## src/rtl/spi_cmd_engine.sv

```systemverilog
`default_nettype none
// ============================================================================
// Module  : spi_cmd_engine
// Brief   : Command/register stage behind the SPI slave byte shifter. Decodes
//           a command byte plus an address, then reads or writes a small byte
//           register file. Returns the next MISO byte one clock after each
//           accepted byte or frame start.
// Revision: 1.0  initial release
// ============================================================================
module spi_cmd_engine #(
  parameter int         ADDR_W   = 4,
  parameter logic [7:0] ID_VALUE = 8'hA5
) (
  input  logic       clk,
  input  logic       rst,
  input  logic       frame_start,
  input  logic       frame_end,
  input  logic       rx_valid,
  input  logic [7:0] rx_byte,
  output logic [7:0] tx_byte,
  output logic       tx_valid,
  output logic       led,
  output logic [7:0] err_cnt,
  output logic       busy
);

  localparam int              c_DEPTH    = 2 ** ADDR_W;
  localparam logic [ADDR_W-1:0] c_ADDR_ONE = ADDR_W'(1);
  localparam logic [7:0]      c_CMD_WR   = 8'h02;
  localparam logic [7:0]      c_CMD_RD   = 8'h03;
  localparam logic [7:0]      c_CMD_ID   = 8'h9F;

  typedef enum logic [2:0] {
    S_IDLE    = 3'd0,
    S_CMD     = 3'd1,
    S_ADDR    = 3'd2,
    S_WR_DATA = 3'd3,
    S_RD_DATA = 3'd4,
    S_ID      = 3'd5,
    S_IGNORE  = 3'd6
  } state_t;

  state_t              r_state;
  logic                r_is_read;
  logic [ADDR_W-1:0]   r_addr;
  logic [7:0]          r_tx_byte;
  logic                r_tx_valid;
  logic [7:0]          r_err_cnt;
  logic [7:0]          r_regfile [c_DEPTH];

  state_t              w_state_nxt;
  logic                w_is_read_nxt;
  logic [ADDR_W-1:0]   w_addr_nxt;
  logic [7:0]          w_tx_byte_nxt;
  logic                w_tx_valid_nxt;
  logic                w_we;
  logic                w_err_inc;
  logic [ADDR_W-1:0]   w_rx_addr;

  // Only the low address bits of the address byte are meaningful.
  assign w_rx_addr = rx_byte[ADDR_W-1:0];

  // Next-state and datapath decode; frame_start overrides any byte in the same cycle.
  always_comb begin
    w_state_nxt    = r_state;
    w_is_read_nxt  = r_is_read;
    w_addr_nxt     = r_addr;
    w_tx_byte_nxt  = r_tx_byte;
    w_tx_valid_nxt = 1'b0;
    w_we           = 1'b0;
    w_err_inc      = 1'b0;

    if (frame_start) begin
      w_state_nxt    = S_CMD;
      w_is_read_nxt  = 1'b0;
      w_tx_byte_nxt  = 8'h00;
      w_tx_valid_nxt = 1'b1;
    end else begin
      if (rx_valid && (r_state != S_IDLE)) begin
        w_tx_valid_nxt = 1'b1;
        case (r_state)
          S_CMD: begin
            w_tx_byte_nxt = 8'h00;
            if (rx_byte == c_CMD_WR) begin
              w_is_read_nxt = 1'b0;
              w_state_nxt   = S_ADDR;
            end else if (rx_byte == c_CMD_RD) begin
              w_is_read_nxt = 1'b1;
              w_state_nxt   = S_ADDR;
            end else if (rx_byte == c_CMD_ID) begin
              w_tx_byte_nxt = ID_VALUE;
              w_state_nxt   = S_ID;
            end else begin
              w_err_inc   = 1'b1;
              w_state_nxt = S_IGNORE;
            end
          end
          S_ADDR: begin
            if (r_is_read) begin
              w_tx_byte_nxt = r_regfile[w_rx_addr];
              w_addr_nxt    = w_rx_addr + c_ADDR_ONE;
              w_state_nxt   = S_RD_DATA;
            end else begin
              w_tx_byte_nxt = 8'h00;
              w_addr_nxt    = w_rx_addr;
              w_state_nxt   = S_WR_DATA;
            end
          end
          S_WR_DATA: begin
            w_we          = 1'b1;
            w_tx_byte_nxt = rx_byte;
            w_addr_nxt    = r_addr + c_ADDR_ONE;
          end
          S_RD_DATA: begin
            w_tx_byte_nxt = r_regfile[r_addr];
            w_addr_nxt    = r_addr + c_ADDR_ONE;
          end
          S_ID:     w_tx_byte_nxt = ID_VALUE;
          S_IGNORE: w_tx_byte_nxt = 8'h00;
          default:  w_state_nxt   = S_IDLE;
        endcase
      end
      // A byte arriving with frame_end is fully processed before returning to idle.
      if (frame_end) begin
        w_state_nxt = S_IDLE;
      end
    end
  end

  // Control state, address pointer, response byte and error counter.
  always_ff @(posedge clk) begin
    if (rst) begin
      r_state    <= S_IDLE;
      r_is_read  <= 1'b0;
      r_addr     <= '0;
      r_tx_byte  <= 8'h00;
      r_tx_valid <= 1'b0;
      r_err_cnt  <= 8'h00;
    end else begin
      r_state    <= w_state_nxt;
      r_is_read  <= w_is_read_nxt;
      r_addr     <= w_addr_nxt;
      r_tx_byte  <= w_tx_byte_nxt;
      r_tx_valid <= w_tx_valid_nxt;
      if (w_err_inc && (r_err_cnt != 8'hFF)) begin
        r_err_cnt <= r_err_cnt + 8'd1;
      end
    end
  end

  // Register file: cleared on reset, one byte written per accepted write-data byte.
  always_ff @(posedge clk) begin
    if (rst) begin
      for (int i = 0; i < c_DEPTH; i++) begin
        r_regfile[i] <= 8'h00;
      end
    end else if (w_we) begin
      r_regfile[r_addr] <= rx_byte;
    end
  end

  assign tx_byte  = r_tx_byte;
  assign tx_valid = r_tx_valid;
  assign led      = r_regfile[0][0];
  assign err_cnt  = r_err_cnt;
  assign busy     = (r_state != S_IDLE);

endmodule
`default_nettype wire

```

## config.mk

```make
export PLATFORM = sky130hd
export DESIGN_NAME = spi_cmd_engine
export DESIGN_NICKNAME = d
export VERILOG_FILES = /design/src/rtl/spi_cmd_engine.sv
export SDC_FILE = /design/constraint.sdc
export NUM_CORES = 1
export LEC_CHECK = 0
export BUFFER_PORTS_ARGS = -buffer_cell sky130_fd_sc_hd__buf_2
export CORE_ASPECT_RATIO = 0.5
export CORE_MARGIN = 2
export CORE_UTILIZATION = 60
export CTS_CLUSTER_DIAMETER = 200
export DETAILED_ROUTE_END_ITERATION = 16
export GPL_ROUTABILITY_DRIVEN = 1
export PLACE_DENSITY = 0.77
export SYNTH_ARGS = -nofsm -noshare
export SYNTH_HDL_FRONTEND = slang
export SYNTH_SLANG_ARGS = --single-unit
```

## constraint.sdc

```tcl
create_clock -name clk -period 4.5 [get_ports clk]
set_input_delay 0.45 -clock clk [delete_from_list [all_inputs] [get_ports clk]]
set_output_delay 0.45 -clock clk [all_outputs]
set_load 0.03 [all_outputs]
```

# Word level (Yosys, flattened, before mapping)
# Memory sizes are Yosys's and may differ from the RTL's. A register that Yosys moved wholly into a read port is not among the register bits.
# Index checks and enable logic that the tools add are counted.
[totals]
reg_bits = 25
in_bits = 13
out_inout_bits = 19
mem_bits_rw = 128
word_cells = 79
mem_count = 1
[memory_table]
columns = ["name", "words", "word_bits", "rd", "rd_ports_with_merged_regs", "write_ports", "line", "source"]
rows = [
  ["r_regfile", 16, 8, 3, 1, 16, "49", "logic [7:0] r_regfile [c_DEPTH];"],
]
[op_classes]
mux = 38
addsub = 3
n_eq_ne = 11
n_bitwise = 2
reduce_logical = 17
[op_table]
columns = ["op", "count"]
rows = [
  ["$pmux 8 s6", 1],
  ["$mux 8", 5],
  ["$mux 1", 22],
  ["$eq 8x2->1 const B", 2],
  ["$mux 4", 4],
  ["$eq 3x3->1 const B", 3],
  ["$mux 3", 3],
  ["$pmux 3 s3", 1],
  ["$add 4x1->4 const B", 2],
  ["$add 8x1->8 const B", 1],
  ["$eq 8x8->1 const B", 1],
  ["$ne 8x8->1 const B", 1],
  ["$pmux 4 s2", 1],
  ["$reduce_or 8->1", 1],
  ["$eq 3x2->1 const B", 2],
  ["$reduce_and 2->1", 3],
  ["$reduce_and 3->1", 2],
  ["$reduce_bool 3->1", 2],
  ["$reduce_bool 6->1", 1],
  ["$reduce_bool 2->1", 2],
  ["$reduce_or 2->1", 2],
  ["$reduce_or 4->1", 1],
  ["$eq 3x1->1 const B", 1],
  ["$ne 3x1->1 const B", 1],
  ["other kinds (4)", 6],
]

# Longest topological paths before layout
# Gate-level depths: netlist of the first run.
[depth]
depth_word = 9
mapped_depth = 12

# Worst setup path before layout of the first run
# OpenSTA, ideal clock, no wires.
[synth_path]
path_type = "input to register"
start = "input port rx_byte[0]"
end = "register r_err_cnt[7] (netlist: err_cnt[7])"
setup_time_ps = 71
arrival_ps = 2960
path_stages = 12
slack_ps = 1470
n_path_buf = 5
t_required_ps = 4429
cell_sequence = "buf_2 buf_4 buf_2 inv_2 buf_1 ha_1 nor2_1 o311ai_1 a2111o_1 buf_4 or3_1 a21oi_1"
[synth_between]
elab_chain_len = 8
elab_cells_between_ends = 10
classes_between = "3 x eq/ne; 6 x mux; 1 x reduce/logical"
[synth_rtl]
columns = ["element", "line", "source"]
rows = [
  ["start: declaration", "19", "input logic [7:0] rx_byte,"],
  ["$eq 8x8->1", "90", "end else if (rx_byte == c_CMD_ID) begin"],
  ["$mux 1", "90", ""],
  ["$mux 1", "87", "end else if (rx_byte == c_CMD_RD) begin"],
  ["$mux 1 (*)", "84", "if (rx_byte == c_CMD_WR) begin"],
  ["$mux 1 (*)", "81", "case (r_state)"],
  ["$mux 1 (*)", "79", "if (rx_valid && (r_state != S_IDLE)) begin"],
  ["$mux 1 (*)", "73", "if (frame_start) begin"],
  ["$logic_and 1x1->1 (*)", "145", "if (w_err_inc && (r_err_cnt != 8'hFF)) begin"],
  ["end signal: assignment", "146", "r_err_cnt <= r_err_cnt + 8'd1;"],
  ["end: declaration", "48", "logic [7:0] r_err_cnt;"],
]
# Every way passes the cells marked *; elsewhere a longest branch is shown, timed or not.
# A chain may end at the register's enable or synchronous reset.

==> impl_summary.log, run 1 <==
INFO  metric cpPeakStageDelay = 0.72 ns
INFO  metric multi_input_comb_area = about 0.0039 mm^2
INFO  metric timing.final.crit_period = 3.29 ns
INFO  metric clock_latency = approximately 0.43 ns
INFO  metric timing.final.setup_violations = 0
INFO  metric top_level_ports = 32
INFO  metric n_antenna_cell = 0
INFO  metric max-vdd-ir-drop = roughly 0.24 mV
INFO  metric dr.pass1.iters = 6
INFO  metric route.antenna.remaining_nets = 0
INFO  metric timing.critical_path.fanout_max = 18
INFO  metric globalplace.congestion = between 0.9 and 1
INFO  metric cts_made_buffers = 17
INFO  metric synth_sequential_area_ratio = 51.6%
INFO  metric postSynth.topFlopCell = edfxtp_1
INFO  metric yosys.area.top_type_share = 44.8%
INFO  metric path_buf_inv = 0
INFO  metric ctsRootBufferMaster = clkbuf_16
INFO  metric final_wl = 22.8 mm
INFO  metric die-height = 88.5 um
INFO  metric detailedRoute.firstIterationViolations = 1127
INFO  metric post_drt_wl_per_cell = 25.9 um
INFO  metric post-place-cells = 847
INFO  metric path_cells = nand2_1, nor4_2, nand2_1, nor3_1, or2_1
INFO  metric synth_edf_count = 128
INFO  metric global_route.overflow_total = 0
INFO  metric wire_length_of_the_first_global_routing_pass = ~34 mm
INFO  metric fp-row-count = 30
INFO  metric clock_sinks = 157
INFO  metric first_global_vias = about 5600
INFO  metric timing.setup.tns = 0 ns
INFO  metric cts.reportedPaths.clkPinSlew = roughly 0.07 ns
INFO  metric grt_max_degree = between 40 and 50
INFO  metric flip_flop_and_latch_count_after_synthesis = 157
INFO  metric postCtsSetupBuffers = 0
INFO  metric timing.critical_path.arrival = roughly 3.4 ns
INFO  metric cts_hold_buf = 0
INFO  metric worst_ep_required_time = 4.60 ns
INFO  metric top_delay_family_on_crit_path = simple AND/OR/NAND/NOR gates
INFO  metric synth_largest_area_cell = edfxtp_1
INFO  metric timing.clock.skew = 0.0121 ns
INFO  metric path_class = reg2reg
INFO  metric tritoncts = done
INFO  metric mappedNetlistArea = 0.00857 mm^2
INFO  metric worst_setup_path_end_kind = register
INFO  metric cellPowerDensity = between 300 and 400 mW/mm^2
INFO  metric relSlewSlack = 39.0%
INFO  metric max_freq = 304 MHz
INFO  metric leakagePower = ~3.2 nW
INFO  metric layout_worst_path_cycle_share = 73.0%
INFO  metric cts-resized-gates = 0
INFO  metric worst_hold_path_type = in2reg
INFO  metric critical_path.most_common_cell = nand2_1
INFO  metric placement.io_buffers = 31
INFO  metric synthesis.instances = 675
INFO  metric initial_core_util = 62.4%
INFO  metric grtUsageTotal = a little under a third
INFO  metric maxCapViolCount = 0
INFO  metric floorplan.core_area = 0.0137 mm^2
INFO  metric synth_top_cells_by_area = edfxtp_1 45%, mux4_2 17%, and2_1 7.1%
INFO  metric rsz0062_at_grt = false
INFO  metric drv_slew = 0
INFO  metric yosysUniqueCellTypes = 63
INFO  metric antenna_found_initial = 0
INFO  metric final_net_count = 694
INFO  metric holdWs = roughly 0.28 ns
INFO  metric dp.final_hpwl = about 15 mm
INFO  metric register_area = 0.00443 mm^2
INFO  metric die_width = 173 um
INFO  metric instances_no_fill = roughly 880
INFO  metric crit_slowest_cell = dfxtp_1
INFO  metric vias_per_cell = 6.91
INFO  metric finalHoldViolations = 0
INFO  metric postSynthAreaPerCell = 12.7 um^2
INFO  metric critical_path_depth = 5
INFO  metric flow.area_growth_from_synthesis = 8.57%
INFO  metric detail_route.drc_violations = 0
INFO  metric async_reset_ff_share = 0%
INFO  metric filler_cell_count = 981
INFO  metric cts_max_path_buffers = 2
INFO  metric ys.warnings.count = 0
INFO  metric htreeDepth = 4
INFO  metric yosys-top-cells-count = 128 x edfxtp_1, 97 x and2_1, 64 x mux4_2
INFO  metric vias = 6078
INFO  metric dieArea = 0.0153 mm^2
INFO  metric status = finished clean
INFO  metric syn_nets = roughly 700
INFO  metric final_layout_size_suffix_gt1_share = 20.5%
INFO  metric tightestPinTransition = 0.914 ns
INFO  metric startpoint_type = register
INFO  metric min_delay_path_depth = 3
INFO  metric post-synth-top-count-cell = edfxtp_1
INFO  metric worst_r2r_path_depth = 5
kinds of logic after synthesis:
| kind of cell | after synthesis | synth area share [%] |
|---|---|---|
| xor+xnor | 4 | 0.409 |
| fa+ha+maj | 7 | 1.02 |
| compound gates | 81 | 6.32 |
| mux | 87 | 19.5 |
| simple gates | 273 | 17.8 |
| flops | 157 | 51.6 |
| buf+inv | 66 | 3.28 |
cells in the final DEF, fill, tap and decap left out, drive strengths merged, types with 3 or more instances in the layout:
cell type  count
o22ai          4
nand2         28
and2          97
a211o          3
o21ai         16
clkinv         5
a21oi         24
or4            4
dfxtp         29
or3            7
inv           16
mux2i         21
a221oi         3
nor4          10
ha             7
nor3          37
edfxtp       128
clkbuf        17
a211oi         3
o211ai         3
or2           19
nor2b          4
and3           5
nor2          34
a21o           3
mux4          64
buf           38
nand3         11
nand2b         8
area by class of cell:
cell class	instances	area share, %
Sequential cell	157	47.6
Multi-Input combinational cell	452	41.5
Clock buffer	17	4.57
Tap cell	192	2.58
Timing Repair Buffer	38	2.23
Clock inverter	15	1.20
Inverter	8	0.323
flip-flops by register name, indices dropped and copies added, names as in the netlist, named ones only:
register,flops
err_cnt,8
tx_valid,1
r_addr,4
tx_byte,8
r_regfile,128
r_is_read,1
r_state,3
final timing paths:
path                from              end  slack [ns]
max           r_state[0]  r_regfile[0][1]        1.21
min          frame_start       r_state[0]        0.28
max reg2reg   r_state[0]  r_regfile[0][1]        1.21
min reg2reg   err_cnt[5]       err_cnt[5]        0.51
worst register-to-register path: stages, from the launching register on:
cell and delay, ns:
dfxtp_1 0.72, nand2_1 0.21, nor4_2 0.52, nand2_1 0.54
nor3_1 0.57, or2_1 0.39
through the flow:
step | util, % | worst slack [ns] | power (mW) | instance area [um^2]
floorplan | - | 1.47 | 1.80 | 8570
global placement | 63.8 | 1.25 | 1.87 | 8770
detailed placement | 63.8 | 1.08 | 1.88 | 8770
CTS | 67.7 | 1.28 | 3.19 | 9310
global route | 67.7 | 0.914 | 3.27 | 9310
finish | 67.7 | 1.21 | 3.20 | 9310
per-layer routing:
metal	part of all wire (%)	up-vias	track usage (%)
met5	0	-	0
met4	3.3	0	11.6
met3	15	70	10.7
met2	44	442	47.6
met1	38	2981	43.2
li1	-	2585	-
report_power, final:
part | leakage, nW | internal [mW] | switching, mW | total, mW
logic | 1.40 | 0.0796 | 0.132 | 0.212
clock network | 0.266 | 0.715 | 0.632 | 1.35
registers | 1.56 | 1.61 | 0.0342 | 1.64
Power figures use the tool's default switching activity.
==> run 2: changes to the inputs <==
--- a/config.mk
+++ b/config.mk
@@ -8,11 +8,11 @@
 export BUFFER_PORTS_ARGS = -buffer_cell sky130_fd_sc_hd__buf_2
 export CORE_ASPECT_RATIO = 0.5
 export CORE_MARGIN = 2
-export CORE_UTILIZATION = 60
+export CORE_UTILIZATION = 56
 export CTS_CLUSTER_DIAMETER = 200
 export DETAILED_ROUTE_END_ITERATION = 16
 export GPL_ROUTABILITY_DRIVEN = 1
-export PLACE_DENSITY = 0.77
+export PLACE_DENSITY = 0.75
 export SYNTH_ARGS = -nofsm -noshare
 export SYNTH_HDL_FRONTEND = slang
 export SYNTH_SLANG_ARGS = --single-unit
==> constraint.sdc (replaced) <==
create_clock -name clk -period 2.6 [get_ports clk]
set_input_delay 0.26 -clock clk [delete_from_list [all_inputs] [get_ports clk]]
set_output_delay 0.26 -clock clk [all_outputs]
set_load 0.03 [all_outputs]
==> impl_summary.log, run 2 (synthesis gave the netlist of run 1 again) <==
INFO  metric worst_hold_path_type = in2reg (unchanged)
INFO  metric first_global_vias = 5938 (was 5622)
INFO  metric layout_worst_path_cycle_share = 90.2% (was 73.0%)
INFO  metric timing.clock.skew = 0.00869 ns (was 0.0121 ns)
INFO  metric fp-row-count = 31 (was 30)
INFO  metric post_drt_wl_per_cell = 25.0 um (was 25.9 um)
INFO  metric critical_register_to_register_path_endpoint = r_regfile[14][5] (was r_regfile[0][1])
INFO  metric relSlewSlack = 54.2% (was 39.0%)
INFO  metric cts_hold_buf = 0 (unchanged)
INFO  metric final_cell_mix = 128 x edfxtp_1, 97 x and2_1, 64 x mux4_2, 51 x buf_4, 36 x nor3_1 (was 128 x edfxtp_1, 97 x and2_1, 64 x mux4_2, 36 x nor3_1, 34 x nor2_1)
INFO  metric htreeDepth = 4 (unchanged)
INFO  metric intPower = 4.17 mW (was 2.40 mW)
INFO  metric routedLengthMet1 = 9.78 mm (was 8.61 mm)
INFO  metric worstHoldEndpoint = r_state[0] (unchanged)
INFO  metric floorplan.core_area = 0.0147 mm^2 (was 0.0137 mm^2)
INFO  metric timing.setup.tns = 0 ns (unchanged)
INFO  metric max_freq = 426 MHz (was 304 MHz)
INFO  metric routed-wl-met3 = 2.60 mm (was 3.46 mm)
INFO  metric detailedRoute.firstIterationViolations = 970 (was 1127)
INFO  metric power.share.sequential = 50.8% (was 51.3%)
INFO  metric maxCapViolCount = 0 (unchanged)
INFO  metric timing.final.setup_violations = 0 (unchanged)
INFO  metric globalplace.congestion = 0.949 (was 0.972)
INFO  metric startpoint_type = register (unchanged)
INFO  metric cts.reportedPaths.clkPinSlew = 0.07 ns (about the same)
INFO  metric tritoncts = done (unchanged)
INFO  metric postCtsSetupBuffers = 0 (unchanged)
INFO  metric timing.final.ws_setup = 0.254 ns (was 1.21 ns)
INFO  metric top_level_ports = 32 (unchanged)
INFO  metric status = finished clean (unchanged)
INFO  metric clock_sinks = 157 (unchanged)
INFO  metric grt_max_degree = 45 (was 42)
INFO  metric cts_max_path_buffers = 2 (unchanged)
INFO  metric worst_ep_required_time = 2.68 ns (was 4.60 ns)
INFO  metric dieArea = 0.0164 mm^2 (was 0.0153 mm^2)
INFO  metric antenna_found_initial = 0 (unchanged)
INFO  metric timing.critical_path.arrival = 2.42 ns (was 3.38 ns)
INFO  metric top_layer_used = met4 (unchanged)
INFO  metric grtUsageTotal = 29.7% (was 31.4%)
INFO  metric power.net_switching = 1.39 mW (was 798 uW)
INFO  metric timing.critical_path.fanout_max = 12 (was 18)
INFO  metric tightestPinTransition = 0.676 ns (was 0.914 ns)
INFO  metric vias = 6295 (was 6078)
INFO  metric max-vdd-ir-drop = 0.484 mV (was 0.242 mV)
INFO  metric leakagePower = 3.45 nW (was 3.22 nW)
INFO  metric min_delay_path_depth = 3 (unchanged)
INFO  metric pre_cts_slack = 0.254 ns (was 1.08 ns)
INFO  metric path_class = reg2reg (unchanged)
INFO  metric instances_no_fill = 931 (was 879)
INFO  metric die_width = 179 um (was 173 um)
INFO  metric route.antenna.remaining_nets = 0 (unchanged)
INFO  metric worst_setup_path_end_kind = register (unchanged)
INFO  metric final_net_count = 740 (was 694)
INFO  metric dp.final_hpwl = 16.1 mm (was 15.4 mm)
INFO  metric post-place-cells = 899 (was 847)
INFO  metric power.combinational.fraction = 7.1% (was 6.6%)
INFO  metric reg2reg_setup_slack = 0.25 ns (was 1.21 ns)
INFO  metric switching_share = 25.0% (about the same)
INFO  metric initial_core_util = 58.3% (was 62.4%)
INFO  metric vias_per_cell = 6.76 (was 6.91)
INFO  metric clock_latency = 0.43 ns (about the same)
INFO  metric placedInstanceArea = 0.00915 mm^2 (was 0.00877 mm^2)
INFO  metric pwr-share-clk = 42.1% (about the same)
INFO  metric drv_slew = 0 (unchanged)
INFO  metric n_antenna_cell = 0 (unchanged)
INFO  metric flow.area_growth_from_synthesis = 13.0% (was 8.57%)
INFO  metric final_layout_size_suffix_gt1_share = 25.4% (was 20.5%)
INFO  metric rsz0062_at_grt = false (unchanged)
INFO  metric final_wl = 23.3 mm (was 22.8 mm)
INFO  metric detail_route.drc_violations = 0 (unchanged)
INFO  metric fin_area = 0.00969 mm^2 (was 0.00931 mm^2)
INFO  metric worst_r2r_path_depth = 6 (was 5)
INFO  metric worst_hold_startpoint = frame_start (unchanged)
INFO  metric detailroute.wirelength.met2 = 10.5 mm (was 9.98 mm)
INFO  metric ctsRootBufferMaster = clkbuf_16 (unchanged)
INFO  metric dr.pass1.iters = 5 (was 6)
INFO  metric cts-resized-gates = 0 (unchanged)
INFO  metric commonest_non_fill_non_tap_cell_in_the_layout = edfxtp_1 (unchanged)
INFO  metric finalHoldViolations = 0 (unchanged)
INFO  metric largest_register_ff_count = 128 (unchanged)
INFO  metric placement.io_buffers = 31 (unchanged)
INFO  metric top_register = r_regfile (unchanged)
INFO  metric timing.final.crit_period = 2.35 ns (was 3.29 ns)
INFO  metric cellPowerDensity = 573 mW/mm^2 (was 344 mW/mm^2)
INFO  metric wire_length_of_the_first_global_routing_pass = 35.1 mm (was 34.1 mm)
INFO  metric global_route.overflow_total = 0 (unchanged)
INFO  metric cts_made_buffers = 17 (unchanged)
INFO  metric r2r_start = r_state[1] (was r_state[0])
INFO  metric die-height = 91.5 um (was 88.5 um)
## run 2: layout make-up
class | instances | area, um^2
clock buffers | 17 | 425
clock inverters | 15 | 114
fillers | 1100 | 5010
inverters | 8 | 30.0
multi-input cells | 452 | 3870
flip-flops and latches | 157 | 4430
well taps | 198 | 248
repair buffers | 84 | 578
## run 2: how the worst max path moves through the flow
stage | slack, ns | to | cells past startpoint | startpoint
finish | 0.25 | r_regfile[14][5] | 6 | r_state[1]
global route | 0.16 | r_regfile[14][0] | 6 | r_state[1]
CTS | 0.32 | r_regfile[14][5] | 6 | r_state[1]
detailed placement | 0.25 | r_regfile[14][3] | 7 | frame_start
global placement | 0.33 | err_cnt[1] | 6 | rx_byte[7]
floorplan | 0.02 | err_cnt[7] | 12 | rx_byte[0]
## run 2: through the flow
stage	utilization (%)	power (mW)	hold WS (ns)
after global routing	65.9	5.68	0.103
after detailed placement	62.2	3.26	0.500
after global placement	62.2	3.25	0.492
after CTS	65.9	5.54	0.0797
final	65.9	5.55	0.0895
after floorplan	-	3.11	0.377
## run 2: worst max-delay path, stage by stage, from the launching register on
cell     delay, ns
dfxtp_1       0.34
nand2_1       0.12
nor4_2        0.56
nand2_1       0.12
buf_4         0.22
nor2_1        0.18
or2_1         0.44
## run 2: metal layers
layer  track usage, %  up-vias
met3             7.16       52
met2             44.2      412
met1             44.2     3158
li1                 -     2673
met4             7.32        0
met5                0        -
## run 2: power by group through the flow
stage          Combinational, mW  Sequential (mW)  Clock [mW]
4_1_cts                    0.386             2.82        2.34
2_1_floorplan              0.255             2.86           0
6_report                   0.394             2.82        2.34
3_5_place_dp               0.384             2.87           0
5_1_grt                    0.411             2.83        2.44
3_3_place_gp               0.380             2.87           0
